### config.mk
export PLATFORM = sky130hd
export DESIGN_NAME = maquina_monitor
export DESIGN_NICKNAME = d
export VERILOG_FILES = /design/src/rtl/maquina_monitor.sv
export SDC_FILE = /design/constraint.sdc
export NUM_CORES = 1
export LEC_CHECK = 0
export BUFFER_PORTS_ARGS = -buffer_cell sky130_fd_sc_hd__buf_4
export CORE_MARGIN = 4
export CORE_UTILIZATION = 45
export DETAILED_ROUTE_END_ITERATION = 10
export PLACE_DENSITY = 0.64
export SLEW_MARGIN = 15
export SYNTH_ARGS = -nofsm -noshare
export SYNTH_HDL_FRONTEND = slang
export SYNTH_SLANG_ARGS = --single-unit
### constraint.sdc
create_clock -name clk -period 6 [get_ports clk]
set_input_delay 1.2 -clock clk [delete_from_list [all_inputs] [get_ports clk]]
set_output_delay 1.2 -clock clk [all_outputs]
set_load 0.02 [all_outputs]
### src/rtl/maquina_monitor.sv
// Observer for the coffee-machine sequencer: checks transitions, dwell and refills; counts cups.
// Optional macro MAQUINA_MONITOR_TIMING_EN adds last_cup_cycles (cycles from LIGAR entry to cup done).
module maquina_monitor #(
    parameter int MAX_DWELL   = 16,
    parameter int MAX_REFILLS = 3,
    parameter int CNT_W       = 8
) (
    input  logic             clk,
    input  logic             rst,
    input  logic [3:0]       state,
    input  logic             clr,
    output logic             cafe_pronto,
    output logic [CNT_W-1:0] cups,
    output logic [CNT_W-1:0] refills,
    output logic             err,
    output logic [2:0]       err_code,
    output logic [3:0]       err_state
`ifdef MAQUINA_MONITOR_TIMING_EN
    ,
    output logic [15:0]      last_cup_cycles
`endif
);
    localparam logic [3:0] S_IDLE = 4'd1, S_LIG = 4'd2, S_VER = 4'd3, S_ENC = 4'd4, S_MOER = 4'd5,
                           S_COL = 4'd6, S_PAS = 4'd7, S_TAM = 4'd8, S_EXT = 4'd9;
    localparam int REF_W = $clog2(MAX_REFILLS + 2);
    localparam logic [REF_W-1:0] REF_LIM = REF_W'(MAX_REFILLS);
    localparam logic [REF_W-1:0] REF_SAT = REF_W'(MAX_REFILLS + 1);
    localparam logic [15:0] DW_MAX = 16'(MAX_DWELL - 1);
    localparam logic [CNT_W-1:0] CNT_SAT = {CNT_W{1'b1}};

    function automatic logic legal(input logic [3:0] p, input logic [3:0] s);
        if (p == s) return 1'b1;
        case (p)
            S_IDLE:  return s == S_LIG;
            S_LIG:   return s == S_VER;
            S_VER:   return s == S_ENC || s == S_MOER;
            S_ENC:   return s == S_VER;
            S_MOER:  return s == S_COL;
            S_COL:   return s == S_PAS;
            S_PAS:   return s == S_TAM;
            S_TAM:   return s == S_EXT;
            S_EXT:   return s == S_IDLE;
            default: return 1'b0;
        endcase
    endfunction

    logic [3:0]       prev_q, prev_d;
    logic [15:0]      dwell_q, dwell_d;
    logic [REF_W-1:0] cupref_q, cupref_d;
    logic             cafe_q, cafe_d, err_q, err_d;
    logic [CNT_W-1:0] cups_q, cups_d, refills_q, refills_d;
    logic [2:0]       code_q, code_d, fault;
    logic [3:0]       estate_q, estate_d;
    logic             same, done, enc_in, lig_in;

    always_comb begin
        same   = state == prev_q;
        done   = prev_q == S_EXT && state == S_IDLE;
        enc_in = state == S_ENC && prev_q != S_ENC;
        lig_in = state == S_LIG && prev_q != S_LIG;
        prev_d = state;

        dwell_d = dwell_q;
        if (!same || state == S_IDLE)  dwell_d = '0;
        else if (dwell_q != DW_MAX)    dwell_d = dwell_q + 16'd1;

        cupref_d = cupref_q;
        if (done || lig_in)                     cupref_d = '0;
        else if (enc_in && cupref_q != REF_SAT) cupref_d = cupref_q + 1'b1;

        fault = 3'd0;
        if (state == 4'd0 || state > S_EXT)                     fault = 3'd1;
        else if (!legal(prev_q, state))                         fault = 3'd2;
        else if (enc_in && cupref_q >= REF_LIM)                 fault = 3'd3;
        else if (same && state != S_IDLE && dwell_d == DW_MAX)  fault = 3'd4;

        cafe_d = done;
        // Same-cycle events survive clr: the cleared value restarts from them.
        cups_d    = clr ? CNT_W'(done)   : (done   && cups_q    != CNT_SAT) ? cups_q + 1'b1    : cups_q;
        refills_d = clr ? CNT_W'(enc_in) : (enc_in && refills_q != CNT_SAT) ? refills_q + 1'b1 : refills_q;

        err_d    = clr ? 1'b0 : err_q;
        code_d   = clr ? 3'd0 : code_q;
        estate_d = clr ? 4'd0 : estate_q;
        if (fault != 3'd0 && (!err_q || clr)) begin
            err_d    = 1'b1;
            code_d   = fault;
            estate_d = state;
        end
    end

    always_ff @(posedge clk or posedge rst) begin
        if (rst) begin
            prev_q    <= S_IDLE;
            dwell_q   <= '0;
            cupref_q  <= '0;
            cafe_q    <= 1'b0;
            cups_q    <= '0;
            refills_q <= '0;
            err_q     <= 1'b0;
            code_q    <= 3'd0;
            estate_q  <= 4'd0;
        end else begin
            prev_q    <= prev_d;
            dwell_q   <= dwell_d;
            cupref_q  <= cupref_d;
            cafe_q    <= cafe_d;
            cups_q    <= cups_d;
            refills_q <= refills_d;
            err_q     <= err_d;
            code_q    <= code_d;
            estate_q  <= estate_d;
        end
    end

    assign cafe_pronto = cafe_q;
    assign cups        = cups_q;
    assign refills     = refills_q;
    assign err         = err_q;
    assign err_code    = code_q;
    assign err_state   = estate_q;

`ifdef MAQUINA_MONITOR_TIMING_EN
    logic [15:0] tcnt_q, tcnt_d, last_q, last_d, tinc;

    always_comb begin
        tinc   = (tcnt_q != 16'hFFFF) ? tcnt_q + 16'd1 : tcnt_q;
        tcnt_d = lig_in ? 16'd1 : tinc;
        last_d = done ? tinc : (clr ? 16'd0 : last_q);
    end

    always_ff @(posedge clk or posedge rst) begin
        if (rst) begin
            tcnt_q <= '0;
            last_q <= '0;
        end else begin
            tcnt_q <= tcnt_d;
            last_q <= last_d;
        end
    end

    assign last_cup_cycles = last_q;
`endif
endmodule

# Word-level counts from Yosys, hierarchy flattened
# Cells that the tools add are included.
[op_classes]
add_sub_neg = 4
magnitude_cmp = 2
eq_ne = 28
mux = 24
n_reduce_logical = 24
[ops]
columns = ["cell", "n"]
rows = [
  ["4-bit by 3-bit == test with 1-bit output, second input constant", 8],
  ["16-bit two-way mux", 2],
  ["8-bit two-way mux", 4],
  ["3-bit two-way mux", 8],
  ["16-bit by 1-bit adder with 16-bit output, second input constant", 1],
  ["8-bit by 1-bit adder with 8-bit output, second input constant", 2],
  ["16-bit by 4-bit == test with 1-bit output, second input constant", 1],
  ["4-bit by 2-bit == test with 1-bit output, second input constant", 4],
  ["4-bit == test, second input constant", 4],
  ["16-bit by 4-bit != test with 1-bit output, second input constant", 1],
  ["8-bit != test, second input constant", 2],
  ["1-bit logical AND", 10],
  ["4-bit by 1-bit == test with 1-bit output, second input constant", 2],
  ["4-bit == test", 2],
  ["4-bit two-way mux", 2],
  ["1-bit case mux with 8 select lines", 1],
  ["2-bit nonzero test", 4],
  ["1-bit two-way mux", 7],
  ["1-bit logical OR", 5],
  ["4-bit > comparator, second input constant", 1],
  ["4-bit zero test", 1],
  ["4-bit by 1-bit != test with 1-bit output, second input constant", 1],
  ["4-bit by 2-bit != test with 1-bit output, second input constant", 1],
  ["4-bit by 3-bit != test with 1-bit output, second input constant", 1],
  ["6 further kinds", 7],
]
[word_totals]
ff_bits = 48
elab_cells = 91

# Longest topological paths before layout
# Gate-level depths: netlist of run 1.
[depth]
ltp_word = 13
mapped_depth = 9

# Worst setup path before layout of run 1
# OpenSTA, ideal clock, no wires.
[synth_path]
kind = "input -> register"
startpoint = "input state[0]"
endpoint = "register estate_q[0] (netlist: err_state[0])"
setup_time_ns = 0.125
arrival_ns = 3.056
required_time_ns = 5.875
slack_ns = 2.819
stages = 7
n_path_buf = 1
path_cell_list = "clkbuf_8 or3b_2 a21oi_1 a2111oi_0 or3_2 o21ai_4 mux2_4"
[synth_via]
elab_chain_len = 13
[synth_lines]
columns = ["item", "line", "source"]
rows = [
  ["start, declared", "10", "input logic [3:0] state,"],
  ["4-bit == test", "32, 57", ""],
  ["1-bit zero test", "64", "if (!same || state == S_IDLE) dwell_d = '0;"],
  ["1-bit logical OR", "64", ""],
  ["16-bit two-way mux", "64", ""],
  ["16-bit by 4-bit == test with 1-bit output", "75", "else if (same && state != S_IDLE && dwell_d == DW_MAX) fault = 3'd4;"],
  ["1-bit logical AND", "75", ""],
  ["3-bit two-way mux", "75", ""],
  ["3-bit two-way mux", "74", "else if (enc_in && cupref_q >= REF_LIM) fault = 3'd3;"],
  ["3-bit two-way mux", "73", "else if (!legal(prev_q, state)) fault = 3'd2;"],
  ["3-bit two-way mux", "72", "if (state == 4'd0 || state > S_EXT) fault = 3'd1;"],
  ["3-bit nonzero test", "85", "if (fault != 3'd0 && (!err_q || clr)) begin"],
  ["1-bit logical AND", "85", ""],
  ["4-bit two-way mux / 2-bit nonzero test (equally long branches)", "n/a", ""],
  ["end signal, assigned", "112", "estate_q <= estate_d;"],
  ["end, declared", "53", "logic [3:0] estate_q, estate_d;"],
]
# Parallel ways exist; a longest one is shown, timed or not. The select of a mux whose other input is x is not followed.
# A chain may end at the register's enable or synchronous reset.

# Final worst setup path of run 1
[layout_path]
startpoint = "input state[2]"
endpoint = "register estate_q[3] (netlist: err_state[3])"
[layout_via]
elab_chain_len = 13
[layout_lines]
columns = ["item", "line", "source"]
rows = [
  ["4-bit == test", "57", "same = state == prev_q;"],
  ["1-bit zero test", "64", ""],
  ["1-bit logical OR *", "64", ""],
  ["16-bit two-way mux *", "64", ""],
  ["net dwell_d[15]", "48", "logic [15:0] dwell_q, dwell_d;"],
  ["16-bit by 4-bit == test with 1-bit output *", "75", ""],
  ["1-bit logical AND *", "75", ""],
  ["3-bit two-way mux *", "75", ""],
  ["3-bit two-way mux *", "74", ""],
  ["3-bit two-way mux *", "73", ""],
  ["3-bit two-way mux *", "72", ""],
  ["3-bit nonzero test *", "85", ""],
  ["1-bit logical AND *", "85", ""],
  ["4-bit two-way mux / 2-bit nonzero test (equally long branches)", "n/a", ""],
]
# Mark *: on every way through the listed nets, which the timed path passes. The rest lies on a longest branch. The select of a mux whose other input is x is not followed.

==> run_results.csv, run 1 <==
group,metric,value,unit
pwr,p_leak,0.001391,uW
min_path,min-delay-start,"err_code[1]",
grt,top_usage_layer,"met2",
placement,placed_cells,402,
timing,fmax,314.0,MHz
grt,antenna_found_initial,0,
worst_setup_path,worstPathArrival,3380,ps
drt,ant_nets,0,
cells_and_area,multi_input_area,1521,um2
drt,via_per_inst,5.515,
cells_and_area,area_delta_synth_final,11.58,%
placement,place_congestion,0.8221,
worst_setup_path,crit_chain,"buf_4 > xor2_1 > nor4_1 > nand2_1 > nor2_1 > nor4_4 > o21ai_4 > mux2_4",
worst_setup_path,worstSetupEndpointType,"flip-flop",
yosys,synth.avg_cell_area,9.394,um2
cells_and_area,drive_gt1_share,17.91,%
yosys,synth_seq_cells,48,
worst_setup_path,r2r_cells,7,
cts,cts_hold_buf,0,
pwr,power_frac_seq,52.6,%
grt,use_met1,23.16,%
timing,setup_viol,0,
worst_setup_path,cp_num_buf_inv,1,
cells_and_area,antenna_cells,0,
yosys,synth_area,2884,um2
placement,numPortBuffers,31,
drt,drtIter0Drc,145,
pwr,power_frac_clock,33.8,%
die,initial_core_util,47.58,%
yosys,yosysSeqAreaShare,41.69,%
flow_run,cap_violations,0,
cts,insertion_delay,300,ps
grt,met2_usage,27.40,%
worst_setup_path,reg2reg_from,"dwell_q[3]",
die,coreArea,6061,um2
pwr,p_comb_share,13.7,%
min_path,hold_end,"err_code[1]",
placement,post-dp-hpwl,4304,um
drt,drc_errors,0,
timing,post-route-min-period,3184,ps
pwr,switching_share,25.57,%
grt,grt_max_degree,49,
cells_and_area,layout_common_cells,"47 x dfrtp_1, 41 x nor2_1, 31 x buf_4, 25 x nand2_1, 17 x xor2_1",
worst_setup_path,critPathLaunchType,"input port",
yosys,synth_cell_types,58,
grt,grt_pass1_vias,2183,
worst_setup_path,cp_max_fo,14,
grt,grt_usage,16.92,%
grt,grtUsageMet3,3.763,%
yosys,synth_top_flop_cell,"dfrtp_1",
drt,drt-pass1-iter-count,4,
worst_setup_path,cp_slowest_cell,"nor4_1",
cells_and_area,layout_commonest_cell,"dfrtp_1",
pwr,intPower,503.2,uW
yosys,synth_edf_count,0,
worst_setup_path,r2r_slack,3200,ps
cts,htree_num_levels,2,
worst_setup_path,slowest_delay,450,ps
die,chipHeight,88.06,um
drt,drt-total-wl,6009,um
yosys,async_reset_ff_share,100.0,%
timing,worst_pin_slew,997.8,ps
yosys,synthCells,307,
cells_and_area,area.sequential,1202,um2
timing,setup-tns-final,0,ps
timing,skew,11.82,ps
cts,cts_tree,"built",
pwr,p_switching,172.9,uW
cells_and_area,num-fill-cells,562,
drt,num_vias,2261,
status,status,"completed",
min_path,min_path_type,"flip-flop to flip-flop",
timing,final-hold-violation-count,0,
yosys,synthesis.nets,320,
drt,avgRoutedWirePerCell,14.66,um
timing,finalMaxSlewViolations,0,
cells_and_area,fin_nets,347,
cells_and_area,instances_no_fill,410,
cts,post_cts_resize_count,0,
timing,fin_crit_sh,53.07,%
grt,grt_pass1_wl,10480,um
worst_setup_path,worstSetupPathType,"input port to flip-flop",
cts,cts_sinks,48,
cts,cts_made_buffers,5,
worst_setup_path,cp.required,6190,ps
pwr,power_density,210.1,nW/um2
worst_setup_path,regToRegEndpoint,"err_state[3]",
die,rows,28,
die,die_area,7754,um2
min_path,whs_path_depth,1,
yosys,ys_warn_count,0,
die,io_pins,32,
cts,postCtsSetupBuffers,0,
pwr,power.total,676.0,uW
cts,path_clk_slew,90,ps
worst_setup_path,crit_family,"simple AND/OR/NAND/NOR gates",
timing,relSlewSlack,33.39,%
cts,clk_path_buf_depth,2,
pwr,vdd_drop_max,88.81,uV
cts,cts-root-buf,"clkbuf_8",
timing,rsz0062_at_grt,"false",
grt,grt_overflow_total,0,
die,die_w,88.06,um
-- area by class of cell --
cell class | count | share of cell area [%]
Tap cell | 75 | 2.916
Sequential cell | 48 | 37.36
Multi-Input combinational cell | 232 | 47.28
Timing Repair Buffer | 31 | 7.232
Clock buffer | 6 | 2.255
Inverter | 16 | 1.866
Clock inverter | 2 | 1.089
-- per-layer routing --
metal	vias to the layer above	share of wire (%)
li1	1138	-
met1	1068	48
met2	51	47
met3	4	4.9
met4	0	0.70
met5	-	0
-- synthesized netlist by cell type, types with 3 or more instances --
| cell | instances | area share [%] |
|---|---|---|
| xnor2_1 | 11 | 3.3 |
| ha_1 | 6 | 2.6 |
| a21oi_1 | 13 | 2.3 |
| and2b_1 | 3 | 0.78 |
| nor3_1 | 9 | 1.6 |
| clkbuf_1 | 4 | 0.52 |
| dfrtp_1 | 47 | 41 |
| and2_1 | 3 | 0.65 |
| o21ai_0 | 16 | 2.8 |
| inv_1 | 16 | 2.1 |
| nor4_1 | 7 | 1.5 |
| or3_1 | 6 | 1.3 |
| nand3_1 | 10 | 1.7 |
| xor2_1 | 17 | 5.2 |
| nand2_1 | 25 | 3.3 |
| nor2_1 | 41 | 5.3 |
| nand4_1 | 9 | 2.0 |
| and4b_1 | 3 | 1.0 |
| o22ai_1 | 3 | 0.65 |
| mux2_4 | 4 | 2.1 |
-- power groups by stage --
| stage | registers [uW] | logic (uW) | clock network [uW] |
|---|---|---|---|
| 2_1_floorplan | 362 | 68.0 | 0 |
| 3_3_place_gp | 361 | 92.7 | 0 |
| 3_5_place_dp | 361 | 93.6 | 0 |
| 4_1_cts | 355 | 94.0 | 236 |
| 5_1_grt | 359 | 106 | 251 |
| 6_report | 355 | 92.3 | 228 |
-- flip-flops by register name, indices dropped and copies added, names as in the netlist --
name,cells
cafe_pronto,1
cupref_q,3
cups,8
dwell_q,16
err,1
err_code,3
err_state,4
prev_q,4
refills,8
-- stage by stage --
stage	util, %	hold WS [ps]	instance area [um2]	setup slack (ps)
3_5_place_dp	51.32	534.9	3110	2493
2_1_floorplan	-	539.2	2884	2819
6_report	53.10	555.5	3218	2816
3_3_place_gp	51.32	535.6	3110	2571
5_1_grt	53.10	568.2	3218	2494
4_1_cts	53.10	557.7	3218	2810
-- kinds of logic after synthesis --
group | after synthesis | synth area share [%]
compound gates | 51 | 11.89
buf+inv | 27 | 5.553
mux | 6 | 2.777
xor+xnor | 28 | 8.503
simple gates | 141 | 26.98
fa+ha+maj | 6 | 2.603
flops | 48 | 41.69
-- worst max-delay path by stage --
stage / start / to / slack, ps / depth (start not counted)
2_1_floorplan: state[0] / err_state[0] / 2820 / 7
3_3_place_gp: state[2] / err_state[3] / 2570 / 8
3_5_place_dp: state[2] / err_state[2] / 2490 / 8
4_1_cts: state[2] / err_state[3] / 2810 / 8
5_1_grt: state[2] / err_state[0] / 2490 / 8
6_report: state[2] / err_state[3] / 2820 / 8
No activity file was read; power rests on OpenSTA's default activity.
==> inputs of run 2 (changes only) <==
--- a/config.mk
+++ b/config.mk
@@ -9,7 +9,7 @@
 export CORE_MARGIN = 4
 export CORE_UTILIZATION = 45
 export DETAILED_ROUTE_END_ITERATION = 10
-export PLACE_DENSITY = 0.64
+export PLACE_DENSITY = 0.66
 export SLEW_MARGIN = 15
 export SYNTH_ARGS = -nofsm -noshare
 export SYNTH_HDL_FRONTEND = slang
==> constraint.sdc (replaced) <==
create_clock -name clk -period 2.8 [get_ports clk]
set_input_delay 0.56 -clock clk [delete_from_list [all_inputs] [get_ports clk]]
set_output_delay 0.56 -clock clk [all_outputs]
set_load 0.02 [all_outputs]
==> run 2 against run 1 <==
Non-clock buffer count grew 15. Critical path type is now flip-flop to flip-flop. Largest power group unchanged. Die area is the same. Combinational power grew 130%.
==> run_results.csv, run 2 (synthesis results as in run 1) <==
group,metric,value,unit
status,status,"completed",
worst_setup_path,worstSetupPathType,"flip-flop to flip-flop",
die,chipHeight,88.06,um
grt,grt_overflow_total,0,
worst_setup_path,crit_chain,"nand2_1 > or4_4 > a211oi_2 > o2111ai_2 > nor4_4 > o21ai_4 > mux2_4",
placement,post-dp-hpwl,4612,um
cts,post_cts_resize_count,0,
cts,cts_sinks,48,
drt,num_vias,2418,
cts,cts_hold_buf,0,
min_path,min_path_type,"input port to async pin",
timing,setup_viol,0,
drt,drt-pass1-iter-count,4,
grt,antenna_found_initial,0,
timing,setup-tns-final,0,ps
timing,worst_pin_slew,679.2,ps
cts,cts-root-buf,"clkbuf_8",
cts,clk_path_buf_depth,2,
cells_and_area,layout_common_cells,"47 x dfrtp_1, 46 x buf_4, 41 x nor2_1, 25 x nand2_1, 17 x xor2_1",
drt,ant_nets,0,
cts,htree_num_levels,2,
placement,place_congestion,0.8660,
worst_setup_path,cp.required,3000,ps
worst_setup_path,cp_slowest_cell,"or4_4",
die,initial_core_util,47.58,%
grt,grt_usage,18.04,%
cells_and_area,layout_commonest_cell,"dfrtp_1",
cells_and_area,fin_nets,362,
cts,path_clk_slew,100,ps
die,io_pins,32,
placement,numPortBuffers,31,
cts,insertion_delay,310,ps
drt,avgRoutedWirePerCell,14.78,um
drt,drc_errors,0,
drt,via_per_inst,5.689,
cells_and_area,antenna_cells,0,
pwr,p_leak,0.001469,uW
timing,finalMaxSlewViolations,0,
worst_setup_path,slowest_delay,540,ps
die,die_area,7754,um2
timing,fmax,391.2,MHz
worst_setup_path,worstSetupEndpointType,"flip-flop",
grt,grt_pass1_vias,2327,
pwr,power.total,1503,uW
cells_and_area,area_delta_synth_final,15.97,%
die,die_w,88.06,um
die,rows,28,
cells_and_area,largest_reg_flops,16,
pwr,vdd_drop_max,387.4,uV
timing,post-route-min-period,2556,ps
drt,drtIter0Drc,189,
flow_run,cap_violations,0,
timing,rsz0062_at_grt,"false",
timing,final-hold-violation-count,0,
timing,relSlewSlack,53.55,%
worst_setup_path,r2r_cells,7,
worst_setup_path,worstPathArrival,2760,ps
cells_and_area,largest_register,"dwell_q",
grt,grt_max_degree,27,
worst_setup_path,critPathLaunchType,"flip-flop",
pwr,power_density,449.3,nW/um2
cells_and_area,drive_gt1_share,21.71,%
cts,postCtsSetupBuffers,0,
timing,fin_crit_sh,91.30,%
die,coreArea,6061,um2
drt,drt-total-wl,6283,um
cts,cts_tree,"built",
cts,cts_made_buffers,5,
worst_setup_path,cp_max_fo,6,
grt,grt_pass1_wl,11120,um
timing,skew,11.57,ps
## run 2: cell types whose count changed in the layout (fill, tap and decap cells not counted)
cell / change
clkinv_2: -1
clkbuf_8: +1
clkinv_4: +1
clkbuf_1: -1
buf_4: +15
## run 2: critical path, delay by kind of cell, from the launching register on
| kind | cells | cell delay (ps) |
|---|---|---|
| compound gates | 3 | 540 |
| flops | 1 | 430 |
| mux | 1 | 310 |
| simple gates | 3 | 1170 |
## run 2: cell type report
class,instances,area [um2]
fill,557,2716
multi-input combinational,232,1521
sequential,48,1202
timing repair buffer,46,345.3
tap,75,93.84
clock buffer,6,82.58
inverter,16,60.06
clock inverter,2,38.79
## run 2: stage by stage
stage	worst slack, ps	hold slack (ps)	std cells	instance area [um2]	utilization, %
CTS	225.8	318.6	425	3344	55.18
detailed placement	109.2	519.4	417	3223	53.18
global route	99.69	337.6	425	3344	55.18
floorplan	259.2	539.2	307	2884	-
global placement	142.0	508.4	417	3223	53.18
finish	243.6	298.9	425	3344	55.18
## run 2: metal layers
layer / up-vias / global-route usage (%) / routed length [um]
li1: 1168 / - / -
met3: 10 / 3.575 / 348
met4: 0 / 5.632 / 88
met5: - / 0 / 0
met2: 62 / 27.47 / 2900
met1: 1178 / 25.94 / 2945
## run 2: final timing paths
check,startpoint,end,slack [ps]
setup / recovery,dwell_q[10],err_state[0],240
hold reg to reg,err_code[1],err_code[1],530
hold / removal,rst,cups[7],300
min in group clk,state[3],prev_q[3],440
setup reg to reg,dwell_q[10],err_state[0],240
max in group asynchronous,rst,prev_q[0],1840
## run 2: where the power goes
part | internal (uW) | leakage (uW) | switching (uW)
Combinational | 93.8 | 0.000766 | 119
Clock | 292 | 0.0000614 | 241
Sequential | 726 | 0.000642 | 30.9
Total | 1110 | 0.00147 | 391
